**config.mk**
```make
export PLATFORM = sky130hd
export DESIGN_NAME = ex_hazard_ctrl
export DESIGN_NICKNAME = d
export VERILOG_FILES = /design/src/rtl/pipe_ctrl_pkg.sv /design/src/rtl/ex_hazard_ctrl_sat_counter.sv /design/src/rtl/ex_hazard_ctrl.sv
export SDC_FILE = /design/constraint.sdc
export NUM_CORES = 1
export LEC_CHECK = 0
export ABC_CLOCK_PERIOD_IN_PS = 1850
export CAP_MARGIN = 40
export CORE_MARGIN = 10
export CORE_UTILIZATION = 45
export CTS_BUF_LIST = sky130_fd_sc_hd__clkbuf_8 sky130_fd_sc_hd__clkbuf_16
export CTS_CLUSTER_DIAMETER = 80
export DETAILED_ROUTE_END_ITERATION = 8
export DONT_BUFFER_PORTS = 1
export GPL_ROUTABILITY_DRIVEN = 0
export SLEW_MARGIN = 0
export SYNTH_ARGS = -nofsm -noshare
export SYNTH_HDL_FRONTEND = slang
export SYNTH_SLANG_ARGS = --single-unit
```
**constraint.sdc**
```tcl
create_clock -name clk -period 1.85 [get_ports clk]
set_input_delay 0.2775 -clock clk [delete_from_list [all_inputs] [get_ports clk]]
set_output_delay 0.2775 -clock clk [all_outputs]
set_load 0.03 [all_outputs]
```
**src/rtl/pipe_ctrl_pkg.sv**
```systemverilog
// Shared encodings for the EX-stage pipeline controller: forward selects,
// multi-cycle sequencer states and the load result-source code.
package pipe_ctrl_pkg;

    localparam logic [1:0] FWD_RF  = 2'b00;
    localparam logic [1:0] FWD_WB  = 2'b01;
    localparam logic [1:0] FWD_MEM = 2'b10;

    localparam logic [1:0] RESULTSRC_LOAD = 2'b01;

    typedef enum logic {
        ST_IDLE = 1'b0,
        ST_BUSY = 1'b1
    } mul_state_e;

    // MEM beats WB so the youngest producer wins; x0 is hardwired zero.
    function automatic logic [1:0] fwd_sel(
        input logic [4:0] rs,
        input logic [4:0] rd_m,
        input logic       wr_m,
        input logic [4:0] rd_w,
        input logic       wr_w
    );
        if (wr_m && (rd_m != 5'd0) && (rd_m == rs))
            return FWD_MEM;
        else if (wr_w && (rd_w != 5'd0) && (rd_w == rs))
            return FWD_WB;
        else
            return FWD_RF;
    endfunction

endpackage

```
**src/rtl/ex_hazard_ctrl_sat_counter.sv**
```systemverilog
// Saturating up-counter with asynchronous active-low clear, used for the
// stall/flush performance counters.
module sat_counter #(
    parameter int CNT_W = 16
) (
    input  logic             clk,
    input  logic             rst_n,
    input  logic             inc,
    output logic [CNT_W-1:0] cnt
);

    localparam logic [CNT_W-1:0] ONE = {{(CNT_W-1){1'b0}}, 1'b1};

    always_ff @(posedge clk or negedge rst_n) begin
        if (!rst_n)
            cnt <= '0;
        else if (inc && (cnt != '1))
            cnt <= cnt + ONE;
    end

endmodule

```
**src/rtl/ex_hazard_ctrl.sv**
```systemverilog
// EX-stage hazard controller: operand forwarding, load-use / branch hazard
// resolution and sequencing of a multi-cycle multiply occupying EX.
module ex_hazard_ctrl
    import pipe_ctrl_pkg::*;
#(
    parameter int MUL_LAT = 4,
    parameter int CNT_W   = 16
) (
    input  logic             clk,
    input  logic             rst_n,
    input  logic [4:0]       Rs1D,
    input  logic [4:0]       Rs2D,
    input  logic [4:0]       Rs1E,
    input  logic [4:0]       Rs2E,
    input  logic [4:0]       RdE,
    input  logic             ResultSrcE0,
    input  logic             PCSrcE,
    input  logic             MulE,
    input  logic [4:0]       RdM,
    input  logic             RegWriteM,
    input  logic [4:0]       RdW,
    input  logic             RegWriteW,
    output logic [1:0]       ForwardAE,
    output logic [1:0]       ForwardBE,
    output logic             StallF,
    output logic             StallD,
    output logic             StallE,
    output logic             FlushD,
    output logic             FlushE,
    output logic             FlushM,
    output logic             MulGo,
    output logic             MulBusy,
    output logic [CNT_W-1:0] StallCnt,
    output logic [CNT_W-1:0] FlushCnt
);

    // Cycle 0 is spent in IDLE issuing MulGo, the final cycle in BUSY lets
    // the op advance, so BUSY holds for MUL_LAT-2 further stall cycles.
    localparam logic [7:0] MUL_LOAD = 8'(MUL_LAT - 2);

    logic [1:0][4:0] rs_e;
    logic [1:0][1:0] fwd;

    assign rs_e = {Rs2E, Rs1E};

    for (genvar i = 0; i < 2; i++) begin : g_fwd
        assign fwd[i] = fwd_sel(rs_e[i], RdM, RegWriteM, RdW, RegWriteW);
    end

    assign ForwardAE = fwd[0];
    assign ForwardBE = fwd[1];

    logic lw_stall;
    assign lw_stall = (ResultSrcE0 == RESULTSRC_LOAD[0]) && (RdE != 5'd0) &&
                      ((RdE == Rs1D) || (RdE == Rs2D));

    mul_state_e state, state_nxt;
    logic [7:0] cnt, cnt_nxt;

    always_ff @(posedge clk or negedge rst_n) begin
        if (!rst_n) begin
            state <= ST_IDLE;
            cnt   <= 8'd0;
        end else begin
            state <= state_nxt;
            cnt   <= cnt_nxt;
        end
    end

    always_comb begin
        state_nxt = state;
        cnt_nxt   = cnt;
        StallF    = 1'b0;
        StallD    = 1'b0;
        StallE    = 1'b0;
        FlushD    = 1'b0;
        FlushE    = 1'b0;
        FlushM    = 1'b0;
        MulGo     = 1'b0;
        case (state)
            ST_IDLE: begin
                if (MulE) begin
                    MulGo     = 1'b1;
                    StallF    = 1'b1;
                    StallD    = 1'b1;
                    StallE    = 1'b1;
                    FlushM    = 1'b1;
                    state_nxt = ST_BUSY;
                    cnt_nxt   = MUL_LOAD;
                end else begin
                    // A taken branch discards the dependent instruction, so it overrides the load stall.
                    StallF = lw_stall && !PCSrcE;
                    StallD = lw_stall && !PCSrcE;
                    FlushE = lw_stall || PCSrcE;
                    FlushD = PCSrcE;
                end
            end
            ST_BUSY: begin
                // The op in EX can never be killed here, so branch and load hazards wait for IDLE.
                if (cnt != 8'd0) begin
                    StallF  = 1'b1;
                    StallD  = 1'b1;
                    StallE  = 1'b1;
                    FlushM  = 1'b1;
                    cnt_nxt = cnt - 8'd1;
                end else begin
                    state_nxt = ST_IDLE;
                end
            end
            default: state_nxt = ST_IDLE;
        endcase
    end

    assign MulBusy = (state == ST_BUSY);

    sat_counter #(.CNT_W(CNT_W)) u_stall_cnt (
        .clk   (clk),
        .rst_n (rst_n),
        .inc   (StallF),
        .cnt   (StallCnt)
    );

    sat_counter #(.CNT_W(CNT_W)) u_flush_cnt (
        .clk   (clk),
        .rst_n (rst_n),
        .inc   (PCSrcE),
        .cnt   (FlushCnt)
    );

endmodule
```
==> reports/qor.csv, run 1 <==
stage;metric;value;unit
route;drt via density;5.09;
synth;area share of and/or/nand/nor cells after synthesis;22.7;%
setup_path;nature of the critical path endpoint;output port;
synth;EDFF count, synth;0;
final_layout;final instance area;0.00325;mm²
synth;syn avg cell area;10.1;µm²
synth;Ys Warns;0;
route;Initial DRC Count;79;
run_status;failing checks;negative setup slack;
synth;mux share of post-synthesis cell area;1.41;%
setup_path;r2r startpoint;cnt[0];
place;Placement Setup Slack;-0.127;ns
final_layout;most frequent cells in the layout;buf_4, dfrtp_1, xor2_1, xnor2_1, nor2_1;
setup_path;crit path max fanout;3;
sta;RSZ-0062 raised after global routing;yes;
final_layout;final core utilization;63.2;%
final_layout;nets@finish;356;
place;dpl hpwl;4950;µm
final_layout;P&R area growth vs syn;35.5;%
floorplanning;row cnt;26;
setup_path;CP arrival;1.90;ns
global_routing;largest net degree at the start of global routing;42;
route;Routed Antenna Nets;0;
route;DRC Markers;0;
sta;Least-Margin Pin Slew;0.473;ns
cts;# H-tree levels;2;
place;Post-DP Area;0.00300;mm²
route;via count;1939;
final_layout;Finished Layout Cells;381;
setup_path;Critical Path Source Type;flip-flop;
synth;ys async rst share;100;%
place;Port Buffers;0;
cts;register clock-pin slew on the reported worst setup and hold paths;0.07;ns
cts;clk_lat worst skew;0.29;ns
final_layout;layout cells sized above 1;33.4;%
sta;Slew Viols, Final;0;
cts;CTS Sinks;41;
final_layout;Ant. Diodes;0;
floorplanning;Die X;93.0;µm
global_routing;GR Overflow Total;0;
run_status;status;finished, violations left;
place;Inst Count DP;363;
final_layout;FILL cells;475;
synth;ys flop type;dfrtp_1;
synth;cell taking the most area after synthesis;dfrtp_1;
synth;Mapped Cells;237;
power_and_ir_drop;Tot Pwr;4.38;mW
synth;post-synthesis sequential area ratio;42.8;%
sta;clk_skew;0.00997;ns
floorplanning;Die Height;93.0;µm
global_routing;antenna violations before repair;0;
setup_path;WP data required;1.57;ns
cts;CTS tree;yes;
cts;CTS root buf;clkbuf_8;
route;Avg WL per Cell;16.1;µm
worst_hold_path;Hold Startpoint;PCSrcE;
floorplanning;Die ar.;0.00865;mm²
sta;f_max;459;MHz
global_routing;vias in the first global route;2036;
global_routing;first-pass GRT wire length;9980;µm
power_and_ir_drop;peak supply drop;0.830;mV
global_routing;GRT Util Overall;14.1;%
power_and_ir_drop;pwr dens;1350;mW/mm²
run;Max Cap Viol;0;
synth;adder-cell share of the synthesized area;2.09;%
synth;Mapped Nets;283;
final_layout;commonest non-fill, non-tap cell in the layout;buf_4;
synth;top cells by area, synth;dfrtp_1, xor2_1, xnor2_1;
sta;Setup TNS Final;-2.96;ns
synth;number of distinct library cells after synthesis;39;
power_and_ir_drop;leakage;1.44;nW
synth;XOR/XNOR Fraction of Synth Area;23.7;%
floorplanning;CORE AREA;0.00514;mm²
synth;flops & latches, synth;41;
cts;Max Buffers Root-to-Sink;2;
cts;TritonCTS buffer count;5;
sta;Max-slew headroom;68.2;%
worst_hold_path;min-delay worst type;input pin to flip-flop;
setup_path;Worst Setup SP;cnt[0];
floorplanning;IO Pins;86;
floorplanning;Starting Density;46.7;%
sta;min Tclk post-route;2.18;ns
synth;post-synth top area share;42.8;%
sta;final setup fails;17;
route;DRT Pass-1 Iters;4;
sta;final hold vios;0;
synth;synthesized area;0.00240;mm²
sta;hold slack;0.258;ns
route;total routed wirelength;6130;µm
sta;part of the cycle the worst path needs;118;%
sta;setup ws final;-0.328;ns
synth;largest family of logic cells by synthesized area;XOR/XNOR gates;
synth;post-synthesis compound-gate area fraction;5.43;%
setup_path;kind of critical path;flip-flop to output port;
[per-layer routing]
layer,track usage [%],vias to the layer above,part of all wire (%)
li1,-,967,-
met5,0,-,0
met3,5.04,5,7.8
met4,3.08,0,0.69
met1,16.9,912,40
met2,23.6,55,52
[area by class of cell]
type / count / area (µm²) / area share [%]
inverter: 5 / 21.3 / 0.654
timing repair buffer: 69 / 569 / 17.5
clock inverter: 2 / 33.8 / 1.04
clock buffer: 6 / 82.6 / 2.54
sequential: 41 / 1030 / 31.6
multi-input combinational: 188 / 1430 / 44.0
tap: 70 / 87.6 / 2.69
[critical path: stages (launching register included)]
cell,delay (ns)
dfrtp_1,0.40
inv_2,0.06
ha_1,0.13
or3b_4,0.38
o21a_1,0.22
nor2_4,0.16
o21ai_4,0.10
buf_8,0.17
[synthesized netlist by cell type, types with 2 or more instances]
cell type,instances
a22oi_1,2
nand2b_1,3
o21ai_1,2
o21ai_0,2
dfrtp_1,41
inv_1,3
nand3_1,15
ha_1,4
and3_1,5
xnor2_1,32
nor2_1,21
inv_2,2
xor2_1,33
buf_4,2
and2_1,3
or4_1,5
o21ai_2,2
nor4_1,5
nand4_1,10
nor3_1,5
mux2_1,3
nand2_1,20
[power breakdown]
part	internal, mW	switching [mW]
sequential	1.14	0.132
combinational	1.04	1.34
clock	0.434	0.295
[repair_timing]
action | in CTS | in global routing
setup endpoints to repair | 21 | 27
pin swaps | 2 | 8
hold endpoints to repair | 41 | 0
resized for setup | 5 | 8
hold buffers | 2 | 0
buffers inserted | 2 | 6
[final timing paths]
kind,end,cells after the start,slack [ns]
setup / recovery,StallF,7,-0.33
hold / removal,u_flush_cnt.cnt[10],3,0.26
setup reg to reg,cnt[7],11,-0.25
hold reg to reg,cnt[7],2,0.56
max in group asynchronous,u_stall_cnt.cnt[0],2,1.18
min in group asynchronous,cnt[6],2,0.46
[cell families (layout without fill, tap and decap cells)]
kind of cell    Yosys count  after routing
buf+inv                   8             82
flops                    41             41
fa+ha+maj                 4              4
xor+xnor                 65             65
mux                       3              3
compound gates           15             15
simple gates            101            101
[flip-flops by register name, indices dropped and copies added, names as in the netlist]
name / flops
cnt: 8
MulBusy: 1
u_stall_cnt.cnt: 16
u_flush_cnt.cnt: 16
No activity file was read; power rests on OpenSTA's default activity.
==> inputs of run 2 (changes only) <==
--- a/config.mk
+++ b/config.mk
@@ -10,7 +10,6 @@
 export CORE_MARGIN = 10
 export CORE_UTILIZATION = 45
 export CTS_BUF_LIST = sky130_fd_sc_hd__clkbuf_8 sky130_fd_sc_hd__clkbuf_16
-export CTS_CLUSTER_DIAMETER = 80
 export DETAILED_ROUTE_END_ITERATION = 8
 export DONT_BUFFER_PORTS = 1
 export GPL_ROUTABILITY_DRIVEN = 0
==> results of run 2 <==
Final layout, timing and power as in run 1 (identical DEF).
==> inputs of run 3 (changes only) <==
--- a/config.mk
+++ b/config.mk
@@ -10,6 +10,7 @@
 export CORE_MARGIN = 10
 export CORE_UTILIZATION = 45
 export CTS_BUF_LIST = sky130_fd_sc_hd__clkbuf_8 sky130_fd_sc_hd__clkbuf_16
+export CTS_CLUSTER_DIAMETER = 100
 export DETAILED_ROUTE_END_ITERATION = 8
 export DONT_BUFFER_PORTS = 1
 export GPL_ROUTABILITY_DRIVEN = 0
==> results of run 3 <==
Final layout, timing and power as in run 1 (identical DEF).
